**src/rtl/melee_attack_ctl.sv**
```systemverilog
// melee_attack_ctl: melee swing sequencer for the weapon sprite drawer.
// A left-button press while gameplay runs starts a swing. The offset steps out
// once per video frame, then steps back, then a cooldown runs before the next
// swing is accepted. All outputs are registered.
//
// Optional feature: define MELEE_HOLD_REPEAT_EN to auto-fire while the button
// is held. The next swing then starts on the tick that ends cooldown.
//
// Ports:
//   clk            system clock
//   rst            asynchronous active-low reset
//   mouse_left     left button level, already in clk domain
//   vsync          VGA vsync; each rising edge is one frame tick
//   game_active    non-zero while gameplay runs
//   facing_left    player facing direction
//   attack_active  high in SWING_OUT and SWING_BACK
//   anim_x_offset  unsigned swing offset in pixels
//   flip_hor_melee facing latched at swing start
//   hit_strobe     one-cycle pulse at full extension
//   busy           high whenever the FSM is not IDLE
module melee_attack_ctl #(
  parameter int unsigned SWING_FRAMES    = 8,
  parameter int unsigned STEP_PX         = 4,
  parameter int unsigned COOLDOWN_FRAMES = 10
) (
  input  logic        clk,
  input  logic        rst,
  input  logic        mouse_left,
  input  logic        vsync,
  input  logic [1:0]  game_active,
  input  logic        facing_left,
  output logic        attack_active,
  output logic [11:0] anim_x_offset,
  output logic        flip_hor_melee,
  output logic        hit_strobe,
  output logic        busy
);

  localparam int unsigned OFF_W   = 12;
  localparam int unsigned CNT_MAX = (SWING_FRAMES > COOLDOWN_FRAMES) ? SWING_FRAMES
                                                                      : COOLDOWN_FRAMES;
  localparam int unsigned CNT_W   = $clog2(CNT_MAX + 1);

  localparam logic [OFF_W-1:0] STEP       = OFF_W'(STEP_PX);
  localparam logic [CNT_W-1:0] SWING_LAST = CNT_W'(SWING_FRAMES);
  localparam logic [CNT_W-1:0] COOL_LAST  = CNT_W'(COOLDOWN_FRAMES);

  typedef enum logic [1:0] {
    IDLE       = 2'd0,
    SWING_OUT  = 2'd1,
    SWING_BACK = 2'd2,
    COOLDOWN   = 2'd3
  } state_t;

  state_t           state;
  logic [CNT_W-1:0] fcnt;
  logic             btn_q;
  logic             vs_q;

  logic             press_c;
  logic             tick_c;
  logic             run_c;
  logic [CNT_W-1:0] fcnt_inc_c;

  // Edge detection and shared increment.
  always_comb begin
    press_c    = mouse_left & ~btn_q;
    tick_c     = vsync & ~vs_q;
    run_c      = |game_active;
    fcnt_inc_c = fcnt + CNT_W'(1);
  end

  // Swing sequencer; a stopped game overrides every state, including ticks.
  always_ff @(posedge clk or negedge rst) begin
    if (!rst) begin
      state          <= IDLE;
      fcnt           <= '0;
      btn_q          <= 1'b0;
      vs_q           <= 1'b0;
      attack_active  <= 1'b0;
      anim_x_offset  <= '0;
      flip_hor_melee <= 1'b0;
      hit_strobe     <= 1'b0;
      busy           <= 1'b0;
    end else begin
      btn_q      <= mouse_left;
      vs_q       <= vsync;
      hit_strobe <= 1'b0;

      if (!run_c) begin
        state          <= IDLE;
        fcnt           <= '0;
        attack_active  <= 1'b0;
        anim_x_offset  <= '0;
        flip_hor_melee <= 1'b0;
        busy           <= 1'b0;
      end else begin
        unique case (state)
          IDLE: begin
            // A tick coinciding with the press is deliberately not counted.
            if (press_c) begin
              state          <= SWING_OUT;
              fcnt           <= '0;
              anim_x_offset  <= '0;
              flip_hor_melee <= facing_left;
              attack_active  <= 1'b1;
              busy           <= 1'b1;
            end
          end

          SWING_OUT: begin
            if (tick_c) begin
              anim_x_offset <= anim_x_offset + STEP;
              if (fcnt_inc_c == SWING_LAST) begin
                state      <= SWING_BACK;
                fcnt       <= '0;
                hit_strobe <= 1'b1;
              end else begin
                fcnt <= fcnt_inc_c;
              end
            end
          end

          SWING_BACK: begin
            // Clamp at zero so the offset can never wrap below 0.
            if (tick_c) begin
              if (anim_x_offset <= STEP) begin
                anim_x_offset <= '0;
                state         <= COOLDOWN;
                fcnt          <= '0;
                attack_active <= 1'b0;
              end else begin
                anim_x_offset <= anim_x_offset - STEP;
              end
            end
          end

          COOLDOWN: begin
            if (tick_c) begin
              if (fcnt_inc_c == COOL_LAST) begin
`ifdef MELEE_HOLD_REPEAT_EN
                // Held button re-arms straight into a new swing.
                if (mouse_left) begin
                  state          <= SWING_OUT;
                  fcnt           <= '0;
                  anim_x_offset  <= '0;
                  flip_hor_melee <= facing_left;
                  attack_active  <= 1'b1;
                  busy           <= 1'b1;
                end else begin
                  state          <= IDLE;
                  fcnt           <= '0;
                  flip_hor_melee <= 1'b0;
                  busy           <= 1'b0;
                end
`else
                state          <= IDLE;
                fcnt           <= '0;
                flip_hor_melee <= 1'b0;
                busy           <= 1'b0;
`endif
              end else begin
                fcnt <= fcnt_inc_c;
              end
            end
          end

          default: state <= IDLE;
        endcase
      end
    end
  end

endmodule

```
**config.mk**
```make
export PLATFORM = sky130hd
export DESIGN_NAME = melee_attack_ctl
export DESIGN_NICKNAME = d
export VERILOG_FILES = /design/src/rtl/melee_attack_ctl.sv
export SDC_FILE = /design/constraint.sdc
export NUM_CORES = 1
export LEC_CHECK = 0
export CAP_MARGIN = 10
export CELL_PAD_IN_SITES_DETAIL_PLACEMENT = 0
export CELL_PAD_IN_SITES_GLOBAL_PLACEMENT = 1
export CORE_UTILIZATION = 45
export DETAILED_ROUTE_END_ITERATION = 6
export PLACE_DENSITY_LB_ADDON = 0.25
export SYNTH_ARGS = -nofsm -noshare
export SYNTH_HDL_FRONTEND = slang
export SYNTH_SLANG_ARGS = --single-unit
```
**constraint.sdc**
```tcl
create_clock -name clk -period 5.47 [get_ports clk]
set_input_delay 1.641 -clock clk [delete_from_list [all_inputs] [get_ports clk]]
set_output_delay 1.641 -clock clk [all_outputs]
set_load 0.02 [all_outputs]
```
==> results of run 1 <==
Yosys cell counts (all sizes together), types with 2 or more instances:
cell	n
a21o	2
a21oi	11
a2bb2oi	3
a31oi	2
a32oi	2
buf	4
clkbuf	7
dfrtp	22
ha	10
inv	7
mux2i	5
nand2	17
nand2b	4
nand3	10
nand4	4
nor2	17
nor2b	4
nor3	7
nor4	5
o21a	2
o21ai	16
o22ai	3
o2bb2ai	6
or3	2
or4	4
xnor2	4
xor2	2
cell usage in the layout (no fill, tap or decap), types with 5 or more instances in the layout:
cell             instances
a21oi_1                 11
clkdlybuf4s50_1         20
dfrtp_1                 22
ha_1                    10
inv_1                    7
mux2i_1                  5
nand2_1                 17
nand3_1                  9
nor2_1                  17
nor3_1                   7
nor4_1                   5
o21ai_0                 14
o2bb2ai_1                6
flip-flops by register name (all words and copies together), names as in the netlist:
signal,flops
vs_q,1
attack_active,1
state,2
anim_x_offset,10
hit_strobe,1
busy,1
flip_hor_melee,1
fcnt,4
btn_q,1
worst max-delay path: stages:
cell	delay (ps)
clkdlybuf4s50_1	480
nor2b_1	340
mux2_2	250
nand3_1	360
or3_1	480
o21ai_0	90
report_power, final:
group          total (mW)  switching, mW  internal (mW)
Combinational       0.382          0.224          0.158
Sequential          0.230         0.0409          0.189
Clock               0.154         0.0566         0.0978
Total               0.766          0.321          0.445
kinds of logic after synthesis:
family,Yosys count,share of synthesized area
AOI/OAI and AO/OA,56,0.224
xor gates and xnor gates,6,0.0301
adders and majority gates,10,0.0717
buffers and inverters,19,0.0817
DFF,22,0.315
muxes,6,0.0351
other,1,0.00215
and+or+nand+nor,80,0.240
path summary, 6_finish.rpt:
path,startpoint,slack [ps],endpoint
min reg2reg,attack_active,580,attack_active
max,vsync,2020,anim_x_offset[2]
max in group asynchronous,rst,2910,anim_x_offset[5]
min in group asynchronous,rst,1930,fcnt[3]
min,attack_active,580,attack_active
max reg2reg,state[1],2970,anim_x_offset[2]
metal layers:
metal / vias to the layer above / track usage
met4: 0 / 0.0917
met1: 744 / 0.246
met3: 8 / 0.0321
li1: 749 / -
met2: 45 / 0.399
met5: - / 0
per-stage QoR:
| step | cell area (um^2) | hold WS (ps) | setup WS (ps) | util |
|---|---|---|---|---|
| after floorplan | 1750 | 533 | 2500 | - |
| after global placement | 1890 | 538 | 1850 | 0.513 |
| after detailed placement | 1890 | 558 | 1760 | 0.513 |
| after CTS | 1960 | 577 | 2020 | 0.533 |
| after global routing | 1960 | 624 | 1880 | 0.533 |
| final | 1960 | 577 | 2020 | 0.533 |
final cells by class:
class | count | area [um^2] | area share
Clock inverter | 1 | 30.0 | 0.0153
Tap cell | 48 | 60.1 | 0.0306
Sequential cell | 22 | 551 | 0.280
Inverter | 7 | 26.3 | 0.0134
Multi-Input combinational cell | 160 | 1060 | 0.538
Timing Repair Buffer | 20 | 200 | 0.102
Clock buffer | 3 | 41.3 | 0.0210
==> impl_metrics.yaml, run 1 <==
timing:
  rsz0062_at_grt: "false"
  period_needed_ps: 3450
  slew_violations: 0
  max_slew.worst_pin.slew_ps: 1030
  fin_crit_sh: 0.631
  finalHoldViolCount: 0
  worst_clock_skew_ps: 8.58
  slew_headroom: 0.309
  max_freq_mhz: 290
  final-setup-viol-count: 0
  tns_ps: 0
drt:
  drt_wl_total_mm: 4.06
  highest_layer: "met4"
  wl_met3_um: 185
  wl_met1_mm: 1.76
  first_pass_iters: 4
  wl_per_cell_um: 15.6
  wl_met2_mm: 2.03
  avgViaCountPerCell: 5.92
  vias: 1546
  drcViolationCount: 0
  drt_iter0_drc: 74
  ant_nets: 0
critical_path:
  cp_max_fo: 11
  r2r_cells: 7
  worst_setup_path_end_kind: "flip-flop"
  arrival_ps: 3630
  worstPathRequired_ps: 5650
  path_class: "input pin to flip-flop"
  worst_setup_path_start_kind: "input pin"
place:
  place_inst: 257
  hpwl_mm: 2.98
  finalWeightedCongestion: 0.874
  portBuffers: 20
layout:
  num-fill-cells: 357
  syn_to_final_growth_pct: 12.5
  final_nets: 231
  diodes: 0
  final_cells: 261
  layout-drive-gt1-share: 0.0751
grt:
  gr-total-overflow: 0
  grt_use_total: 0.217
  antenna_found_initial: 0
  grt_pass1_wl_mm: 7.03
  grt_max_degree: 23
  grt_pass1_vias: 1578
power:
  irDropWorstVdd_v: 0.000142
  total_power_uw: 766
  p_leak_nw: 0.764
  powerDensity_nw_per_um2: 390
synth:
  ys.flop_type: "dfrtp_1"
  synth_enable_flop_cells: 0
  yosysSeqAreaShare: 0.315
  synth-seq-cells: 22
  synth_top_area_share: 0.315
  synth_cell_types: 51
  synthCells: 200
  yosys.area.top_type: "dfrtp_1"
  ys_warn_count: 0
  syn-cell-area_um2: 1750
  synthTopCellsByArea: "dfrtp_1 32%, ha_1 7.2%, o21ai_0 4.0%"
  async_flop_share: 1.00
  synth_area_per_cell_um2: 8.73
job:
  maxCapViolations: 0
clock_network:
  post_cts_buffers: 0
  numCtsBuffers: 3
  cts_tree: "built"
  htreeDepth: 1
  cts_root_buffer: "clkbuf_8"
  clock_latency_ps: 270
  cts.clk_slew.worst_paths_ps: 90
  cts_sinks: 22
  postCtsHoldBufs: 0
  clk_path_buf_depth: 2
  post_cts_resized: 0
die:
  io_pins: 23
  die_y_um: 64.3
  die_area_um2: 4130
  initial_core_util: 0.473
  die_w_um: 64.3
  num_rows: 22
  core-area_um2: 3690
hold_path:
  hold_depth: 2
  hp-class: "flip-flop to flip-flop"
status:
  outcome: "complete, no violations"
No activity file was read; power rests on OpenSTA's default activity.
==> run 2: changes to the inputs <==
CORE_UTILIZATION = 42   (was 45)
clock period = 3.5 ns   (was 5.47 ns; I/O delays follow)
==> impl_metrics.yaml, run 2 (same netlist as run 1, synthesis figures left out) <==
layout:
  largestRegisters: "anim_x_offset: 10 flops, fcnt: 4 flops, state: 2 flops"
  final_common_cell: "dfrtp_1"
  layout_common_cells: "22 x dfrtp_1, 20 x clkdlybuf4s50_1, 17 x nand2_1, 17 x nor2_1, 14 x o21ai_0"
  final_area_um2: 1970
  final_nets: 236
  num-fill-cells: 380
  largest_reg_flops: 10
  final_cells: 267
  diodes: 0
  post-route-util: 0.494
  max_flop_register: "anim_x_offset"
  layout-drive-gt1-share: 0.0922
  syn_to_final_growth_pct: 13.1
power:
  clock_power_share: 0.139
  share_seq_of_total_power: 0.312
  powerDensity_nw_per_um2: 582
  swShare: 0.449
  p_comb_frac: 0.549
  p_switching_uw: 516
  p_leak_nw: 0.774
  irDropWorstVdd_v: 0.000202
  intPower_uw: 634
grt:
  grt_use_total: 0.222
  grt_max_degree: 23
  antenna_found_initial: 0
  grt_pass1_wl_mm: 7.42
  grt_pass1_vias: 1555
  gr-total-overflow: 0
drt:
  ant_nets: 0
  drt_iter0_drc: 87
  vias: 1607
  avgViaCountPerCell: 6.02
  first_pass_iters: 4
  wl_per_cell_um: 16.7
  drcViolationCount: 0
  drt_wl_total_mm: 4.46
critical_path:
  path_class: "input pin to flip-flop"
  worst_setup_path_end_kind: "flip-flop"
  cp_max_fo: 5
  arrival_ps: 2930
  worstPathRequired_ps: 3680
  slowest_delay_ps: 500
  rrSetupSlack_ps: 1060
  worst_setup_path_start_kind: "input pin"
  crit_chain: "clkdlybuf4s50_1, or2b_2, nor4_1, o21ai_1, nor2_1, mux2i_1"
  crit_slowest_cell: "clkdlybuf4s50_1"
place:
  place_inst: 264
  place_area_um2: 1930
  hpwl_mm: 3.23
  dp_slack_ps: 520
  portBuffers: 20
  finalWeightedCongestion: 0.821
status:
  outcome: "complete, no violations"
clock_network:
  cts_sinks: 22
  cts_tree: "built"
  numCtsBuffers: 3
  post_cts_resized: 0
  cts_root_buffer: "clkbuf_8"
  clock_latency_ps: 270
  cts.clk_slew.worst_paths_ps: 80
  post_cts_buffers: 0
  htreeDepth: 1
  clk_path_buf_depth: 2
  postCtsHoldBufs: 0
die:
  num_rows: 23
  io_pins: 23
  die_w_um: 66.5
  die_y_um: 66.5
  die_area_um2: 4420
  core-area_um2: 4000
  initial_core_util: 0.436
timing:
  slew_violations: 0
  period_needed_ps: 2750
  worst_clock_skew_ps: 4.46
  fin_crit_sh: 0.785
  max_slew.worst_pin.slew_ps: 624
  slew_headroom: 0.584
  tns_ps: 0
  final-setup-viol-count: 0
  worst_slack_ps: 752
  max_freq_mhz: 364
  rsz0062_at_grt: "false"
  finalHoldViolCount: 0
job:
  maxCapViolations: 0
hold_path:
  hp-class: "flip-flop to flip-flop"
[run 2: area by class of cell]
| cell class | count | area, um^2 | share of cell area |
|---|---|---|---|
| Sequential cell | 22 | 551 | 0.279 |
| Clock buffer | 3 | 41.3 | 0.0209 |
| Timing Repair Buffer | 25 | 238 | 0.120 |
| Multi-Input combinational cell | 160 | 1060 | 0.535 |
| Inverter | 7 | 26.3 | 0.0133 |
| Tap cell | 50 | 62.6 | 0.0317 |
[run 2: per-stage QoR]
step | power [mW] | hold slack, ps
after floorplan | 0.849 | 533
after global placement | 0.967 | 549
after detailed placement | 0.988 | 565
after CTS | 1.16 | 586
after global routing | 1.24 | 595
final | 1.15 | 581
[run 2: per-layer routing]
metal	up-vias	wire (um)	global-route usage
met3	8	182	0.0360
met1	789	2090	0.301
met5	-	0	0
li1	765	-	-
met2	45	2130	0.360
met4	0	57	0.0691
[run 2: worst paths after layout]
| kind | depth (start not counted) | from | endpoint |
|---|---|---|---|
| max reg2reg | 5 | anim_x_offset[6] | fcnt[2] |
| max | 6 | vsync | state[0] |
| max in group asynchronous | 2 | rst | fcnt[3] |
| min in group asynchronous | 2 | rst | anim_x_offset[3] |
| min | 2 | attack_active | attack_active |
| min reg2reg | 2 | attack_active | attack_active |
[run 2: worst max-delay path: cells and delay by family]
kind            cells  cell delay [ps]
compound gates      1              200
buf+inv             1              500
mux                 1              240
simple gates        3              930
[run 2: power groups by stage]
stage	sequential [mW]	combinational (mW)	clock, mW
after floorplan	0.374	0.475	0
after global placement	0.356	0.611	0
after detailed placement	0.362	0.626	0
after CTS	0.357	0.628	0.171
after global routing	0.366	0.698	0.178
final	0.358	0.631	0.160
